$ cat src/rtl/dvfs_level_sequencer.sv
// DVFS level sequencer: steps regulator and PLL between operating points
// so that the voltage level is never below the frequency level.
module dvfs_level_sequencer #(
   parameter int NUM_LEVELS       = 8,
   parameter int V_SETTLE_CYCLES  = 16,
   parameter int PLL_BLANK_CYCLES = 2,
   parameter int PLL_TIMEOUT      = 64,
   localparam int LW = (NUM_LEVELS > 1) ? $clog2(NUM_LEVELS) : 1
) (
   input  logic          clk,
   input  logic          rst,
   input  logic          req_valid,
   output logic          req_ready,
   input  logic [LW-1:0] req_level,
   output logic [LW-1:0] volt_level,
   output logic [LW-1:0] freq_level,
   input  logic          pll_locked,
   output logic          busy,
   output logic          done,
   output logic [7:0]    status
);

   localparam logic [7:0] STATUS_OK    = 8'h00;
   localparam logic [7:0] STATUS_BUSY  = 8'h01;
   localparam logic [7:0] STATUS_ERROR = 8'hFF;

   localparam int F_SPAN = PLL_BLANK_CYCLES + PLL_TIMEOUT;
   localparam int CMAX   = (V_SETTLE_CYCLES > F_SPAN) ?
                           V_SETTLE_CYCLES : F_SPAN;
   localparam int CW     = $clog2(CMAX + 1);

   localparam logic [CW-1:0] V_LOAD  = CW'(V_SETTLE_CYCLES);
   localparam logic [CW-1:0] F_BLANK = CW'(PLL_BLANK_CYCLES);
   localparam logic [CW-1:0] F_LAST  = CW'(F_SPAN - 1);

   typedef enum logic [2:0] {
      S_IDLE,
      S_V_UP,
      S_F_UP,
      S_F_DN,
      S_V_DN,
      S_DONE
   } state_t;

   state_t        state_q, state_d;
   logic [LW-1:0] volt_q, volt_d;
   logic [LW-1:0] freq_q, freq_d;
   logic [LW-1:0] tgt_q, tgt_d;
   logic [LW-1:0] old_q, old_d;
   logic [CW-1:0] cnt_q, cnt_d;
   logic [7:0]    status_q, status_d;

   // Next-state logic; the current operating point is the frequency level,
   // since a failed raise can leave the voltage parked above it.
   always_comb begin
      state_d  = state_q;
      volt_d   = volt_q;
      freq_d   = freq_q;
      tgt_d    = tgt_q;
      old_d    = old_q;
      cnt_d    = cnt_q;
      status_d = status_q;
      unique case (state_q)
         S_IDLE: begin
            if (req_valid) begin
               tgt_d = req_level;
               old_d = freq_q;
               cnt_d = '0;
               if (int'(req_level) >= NUM_LEVELS) begin
                  state_d  = S_DONE;
                  status_d = STATUS_ERROR;
               end else if (req_level == freq_q) begin
                  state_d  = S_DONE;
                  status_d = STATUS_OK;
               end else if (req_level > freq_q) begin
                  volt_d   = req_level;
                  cnt_d    = V_LOAD;
                  state_d  = S_V_UP;
                  status_d = STATUS_BUSY;
               end else begin
                  freq_d   = req_level;
                  state_d  = S_F_DN;
                  status_d = STATUS_BUSY;
               end
            end
         end
         S_V_UP: begin
            if (cnt_q <= CW'(1)) begin
               freq_d  = tgt_q;
               cnt_d   = '0;
               state_d = S_F_UP;
            end else begin
               cnt_d = cnt_q - CW'(1);
            end
         end
         S_F_UP, S_F_DN: begin
            if ((cnt_q >= F_BLANK) && pll_locked) begin
               if (state_q == S_F_UP) begin
                  cnt_d    = '0;
                  state_d  = S_DONE;
                  status_d = STATUS_OK;
               end else begin
                  volt_d  = tgt_q;
                  cnt_d   = V_LOAD;
                  state_d = S_V_DN;
               end
            end else if (cnt_q >= F_LAST) begin
               freq_d   = old_q;
               cnt_d    = '0;
               state_d  = S_DONE;
               status_d = STATUS_ERROR;
            end else begin
               cnt_d = cnt_q + CW'(1);
            end
         end
         S_V_DN: begin
            if (cnt_q <= CW'(1)) begin
               cnt_d    = '0;
               state_d  = S_DONE;
               status_d = STATUS_OK;
            end else begin
               cnt_d = cnt_q - CW'(1);
            end
         end
         S_DONE: begin
            state_d = S_IDLE;
         end
         default: begin
            state_d = S_IDLE;
         end
      endcase
   end

   // State and level registers with synchronous reset that aborts any sequence.
   always_ff @(posedge clk) begin
      if (rst) begin
         state_q  <= S_IDLE;
         volt_q   <= '0;
         freq_q   <= '0;
         tgt_q    <= '0;
         old_q    <= '0;
         cnt_q    <= '0;
         status_q <= STATUS_OK;
      end else begin
         state_q  <= state_d;
         volt_q   <= volt_d;
         freq_q   <= freq_d;
         tgt_q    <= tgt_d;
         old_q    <= old_d;
         cnt_q    <= cnt_d;
         status_q <= status_d;
      end
   end

   assign req_ready  = (state_q == S_IDLE);
   assign busy       = (state_q != S_IDLE);
   assign done       = (state_q == S_DONE);
   assign volt_level = volt_q;
   assign freq_level = freq_q;
   assign status     = status_q;

endmodule

$ cat config.mk
export PLATFORM = sky130hd
export DESIGN_NAME = dvfs_level_sequencer
export DESIGN_NICKNAME = d
export VERILOG_FILES = /design/src/rtl/dvfs_level_sequencer.sv
export SDC_FILE = /design/constraint.sdc
export NUM_CORES = 1
export LEC_CHECK = 0
export CELL_PAD_IN_SITES_DETAIL_PLACEMENT = 1
export CELL_PAD_IN_SITES_GLOBAL_PLACEMENT = 2
export CORE_ASPECT_RATIO = 0.6
export CORE_UTILIZATION = 35
export CTS_CLUSTER_SIZE = 14
export DETAILED_ROUTE_END_ITERATION = 10
export PLACE_DENSITY = 0.86
export SYNTH_ARGS = -nofsm -noshare
export SYNTH_HDL_FRONTEND = slang
export SYNTH_SLANG_ARGS = --single-unit
$ cat constraint.sdc
create_clock -name clk -period 6.6 [get_ports clk]
set_clock_uncertainty 0.15 [all_clocks]
set_input_delay 1.32 -clock clk [delete_from_list [all_inputs] [get_ports clk]]
set_output_delay 1.32 -clock clk [all_outputs]
set_load 0.01 [all_outputs]
==> results of run 1 <==
-- registers in the layout, summed over array words and instances (netlist names) --
name and cells:
cnt_q 7, freq_level 3, old_q 3, state_q 3
status 2, tgt_q 3, volt_level 3
-- synthesized netlist by cell type, types with 6 or more instances --
master,number,area [µm²]
a21oi_1,8,40.0
nor3_1,6,30.0
nor2_1,21,78.8
inv_1,13,48.8
dfxtp_1,24,480
ha_1,7,87.6
clkbuf_1,7,26.3
buf_4,6,45.0
nor2b_1,7,43.8
o21ai_0,11,55.1
mux2i_1,13,130
nand2_1,16,60.1
-- layout make-up --
class / count / area, µm²
flip-flops and latches: 24 / 480
well taps: 63 / 78.8
clock buffers: 3 / 41.3
inverters: 13 / 48.8
fillers: 565 / 2700
repair buffers: 24 / 238
multi-input cells: 157 / 1090
-- logic make-up (layout without fill, tap and decap cells) --
| kind of cell | Yosys count | count (layout) | synth area share |
|---|---|---|---|
| XOR/XNOR | 7 | 7 | 0.0352 |
| buffers and inverters | 32 | 40 | 0.0963 |
| AND/OR/NAND/NOR | 74 | 74 | 0.221 |
| AO/OA/AOI/OAI | 51 | 51 | 0.214 |
| flip-flops | 24 | 24 | 0.276 |
| multiplexers | 18 | 18 | 0.107 |
| adder cells (fa/ha/maj) | 7 | 7 | 0.0503 |
-- power by group through the flow --
stage	Sequential, mW	Clock (mW)	Combinational, mW
global placement	0.284	0	0.608
floorplan	0.232	0	0.495
global route	0.296	0.0992	0.686
finish	0.285	0.0869	0.620
detailed placement	0.286	0	0.618
CTS	0.283	0.0913	0.621
-- worst max-delay path, delay by kind of cell --
family,cells,cell delay [ns]
AO/OA/AOI/OAI,3,0.95
adder cells (fa/ha/maj),1,0.29
multiplexers,1,0.39
buffers and inverters,2,0.61
AND/OR/NAND/NOR,1,0.05
-- final timing paths --
| kind | start | to | slack [ns] | cells past startpoint |
|---|---|---|---|---|
| max | req_level[0] | freq_level[0] | 3.00 | 8 |
| max reg2reg | cnt_q[0] | volt_level[1] | 3.85 | 7 |
| min | status[0] | status[0] | 0.32 | 2 |
| min reg2reg | status[0] | status[0] | 0.32 | 2 |
-- per-layer routing --
| layer | wire length, µm | track usage |
|---|---|---|
| met5 | 0 | 0 |
| met3 | 183 | 0.0407 |
| met4 | 15 | 0.0330 |
| met2 | 1820 | 0.267 |
| met1 | 2860 | 0.333 |
-- per-stage QoR --
step,total power [mW],cells
after floorplan,0.727,213
after global placement,0.893,281
after detailed placement,0.904,281
after CTS,0.996,284
after global routing,1.08,284
final,0.992,284
==> impl_metrics.toml, run 1 <==
[run_status]
outcome = "finished, final reports clean"

[die]
die_w_um = 93.0
die_y_um = 56.6
placeableCoreArea_mm2 = 0.00468
dieArea_mm2 = 0.00527
row_count = 19
ioPinCount = 24
initial_core_util = 0.372

[placed_design]
io_buffers = 23
placed_area_mm2 = 0.00194
pre_cts_ws_ns = 2.74
place.gp.congestion = 0.868
dp_hpwl_um = 3730

[finish]
syn_to_final_growth_pct = 13.7
final_area_mm2 = 0.00198
final_cell_mix = "24 x dfxtp_1, 23 x clkdlybuf4s50_1, 21 x nor2_1"
fin_util = 0.423
final_common_cell = "dfxtp_1"
layout-drive-gt1-share = 0.104
antenna_cells = 0
final_nets = 237

[critical_path]
end_kind = "flip-flop"
crit_chain = "clkdlybuf4s50_1, inv_1, ha_1, nor2b_1, o21ai_0, a2bb2o_1, a31oi_1, mux2_2"
crit_required_ns = 6.61
worstPathArrival_ns = 3.62
critical-path-max-stage-delay_ns = 0.54
crit_slowest_cell = "clkdlybuf4s50_1"
crit_path_start_kind = "input pin"
worstPathMaxFanout = 4
critPathKind = "in -> reg"

[flow_run]
drv.max_cap_violation_count = 0

[clock_tree]
ctsHoldBuffers = 0
cts_tree = "done"
numCtsBuffers = 3
cts.htree.levels = 1
cts.sinks = 24
cts-root-buf = "clkbuf_8"
clk-insertion-delay-late_ns = 0.27
cts_buffer_depth = 2
path_clk_slew_ns = 0.08
cts_resized = 0
cts_setup_buffers = 0

[timing]
fin_crit_ns = 3.60
max_slew_margin = 0.517
fmaxAchievable_mhz = 278
tightest_slew_ns = 0.721
rsz0062_at_grt = "false"
holdWs_ns = 0.321
setup_violations = 0
setup_tns_ns = 0
finalWorstSetupSlack_ns = 3.00
hold_viol_final = 0
finalCritPeriodShare = 0.546
finalMaxSlewViolations = 0

[synthesis]
avgSynthCellArea_um2 = 8.17
syn_nets = 227
ys_warn_count = 0
yosysSeqAreaShare = 0.276
synthCells = 213
ys_async_sr_fraction = 0
netlist_area_mm2 = 0.00174
ys_ff_latch = 24
synth_enable_flop_cells = 0
synthFlopType = "dfxtp_1"
synthDistinctLibCells = 49

[grt]
grt_pass1_wl_um = 8210
grt_pass1_vias = 1498
grt.total_usage = 0.203
overflow = 0
grt_max_degree = 31
antenna_found_initial = 0

[pwr]
sw_frac_of_total = 0.469
ir_drop_mv = 0.192
p_sw_uw = 465
sequentialPowerShare = 0.287
combPwrFrac = 0.625
powerDensity_mw_per_mm2 = 501
intPower_uw = 526
clkPwrFrac = 0.088
p_leak_nw = 0.748

[routing]
totalWireLength_um = 4880
remaining_drc_errors = 0
avgRoutedWirePerCell_um = 17.2
drt_iter0_drc = 105
dr.pass1.iters = 4
vias = 1517
ant_nets = 0
viasPerCell = 5.34

[min_path]
hp-class = "reg -> reg"
Power figures use the tool's default switching activity.
==> inputs of run 2 (changes only) <==
- CORE_UTILIZATION: 35 -> 29
- PLACE_DENSITY: 0.86 -> 0.76
- clock period: 6.6 -> 3.17 ns (I/O delays scaled with it)
==> impl_metrics.toml, run 2 (synthesis gave the netlist of run 1 again) <==
[placed_design]
io_buffers = 23
placed_area_mm2 = 0.00202
place.gp.congestion = 0.780
dp_hpwl_um = 3880
place_inst = 306

[routing]
remaining_drc_errors = 0
vias = 1555
drt_iter0_drc = 80
avgRoutedWirePerCell_um = 16.2
ant_nets = 0
viasPerCell = 5.02
totalWireLength_um = 5020
dr.pass1.iters = 4

[timing]
rsz0062_at_grt = "false"
max_slew_margin = 0.422
fin_crit_ns = 2.83
finalMaxSlewViolations = 0
tightest_slew_ns = 0.864
finalCritPeriodShare = 0.891
fmaxAchievable_mhz = 354
setup_tns_ns = 0
hold_viol_final = 0
setup_violations = 0

[grt]
grt_max_degree = 23
antenna_found_initial = 0
grt.busiest_layer = "met1"
use_met3 = 0.0302
grt_pass1_wl_um = 7910
grt_use_met2 = 0.236
overflow = 0
use_met1 = 0.267
grt.total_usage = 0.168
grt_pass1_vias = 1455

[finish]
final_cells = 310
seqCellArea_um2 = 480
antenna_cells = 0
fill_cells = 711
fin_util = 0.368
layout-drive-gt1-share = 0.139
largest_reg_flops = 7
final_cell_mix = "24 x dfxtp_1, 23 x clkdlybuf4s50_1, 21 x nor2_1"
final_nets = 245
final_common_cell = "dfxtp_1"
regMostFlops = "cnt_q"
final_area_mm2 = 0.00209
syn_to_final_growth_pct = 20.1
multiInputGateArea_mm2 = 0.00109

[die]
die_y_um = 62.0
row_count = 21
die_w_um = 102
dieArea_mm2 = 0.00633
placeableCoreArea_mm2 = 0.00568
initial_core_util = 0.307
ioPinCount = 24

[critical_path]
worstPathArrival_ns = 2.85
end_kind = "flip-flop"
worstPathMaxFanout = 3
path_common_cell = "o21ai_0"
cp_top_family = "compound AO/OA/AOI/OAI gates"
crit_slowest_cell = "o21ai_0"
crit_chain = "clkdlybuf4s50_1, ha_1, nor2b_1, o21ai_0, a2111oi_0, o21ai_0, mux2_2"
crit_required_ns = 3.19
crit_path_start_kind = "input pin"
critical_path_buf_inv_count = 1
critPathKind = "in -> reg"
critical-path-max-stage-delay_ns = 0.52

[clock_tree]
ctsHoldBuffers = 0
path_clk_slew_ns = 0.10
cts_setup_buffers = 0
cts.htree.levels = 1
cts-root-buf = "clkbuf_8"
clk-insertion-delay-late_ns = 0.28
cts.sinks = 24
cts_resized = 0
numCtsBuffers = 3
cts_buffer_depth = 2
cts_tree = "done"

[flow_run]
drv.max_cap_violation_count = 0

[run_status]
outcome = "finished, final reports clean"

[pwr]
p_leak_nw = 0.803
powerDensity_mw_per_mm2 = 1060
ir_drop_mv = 0.335

[min_path]
hp-class = "reg -> reg"
-- run 2: cell types whose count changed in the layout (fill, tap and decap cells not counted) --
cell / previous run / this run
buf_4: 1 / 9
bufinv_16: 0 / 1
-- run 2: final cells by class --
| type | instances | area share |
|---|---|---|
| clock buffer | 3 | 0.0197 |
| clock inverter | 1 | 0.0144 |
| inverter | 13 | 0.0233 |
| multi-input combinational | 157 | 0.522 |
| sequential | 24 | 0.230 |
| tap | 80 | 0.0479 |
| timing repair buffer | 32 | 0.142 |
-- run 2: routing by layer --
layer | wire length [µm] | up-vias
met3 | 217 | 2
met5 | 0 | -
met4 | 14 | 0
met1 | 2820 | 739
li1 | - | 785
met2 | 1970 | 29
-- run 2: metrics by stage --
step	worst slack (ns)	hold slack [ns]	total power, mW
finish	0.345	0.311	2.22
global route	0.165	0.324	2.40
CTS	0.326	0.317	2.23
detailed placement	0.0409	0.301	1.93
global placement	0.0881	0.294	1.93
floorplan	0.841	0.311	1.51
-- run 2: worst paths after layout --
| path | startpoint | endpoint | slack, ns | cells after the start |
|---|---|---|---|---|
| max | req_level[1] | volt_level[2] | 0.34 | 7 |
| min | status[0] | status[0] | 0.31 | 2 |
| max reg2reg | cnt_q[1] | volt_level[2] | 0.53 | 6 |
| min reg2reg | status[0] | status[0] | 0.31 | 2 |
-- run 2: power breakdown --
group / internal (mW) / total, mW / switching [mW]
clock: 0.169 / 0.282 / 0.113
sequential: 0.399 / 0.520 / 0.121
combinational: 0.651 / 1.42 / 0.766
-- run 2: worst min-delay path: stages (launching register included) --
cell	delay, ns
dfxtp_1	0.32
inv_1	0.05
a211oi_1	0.05
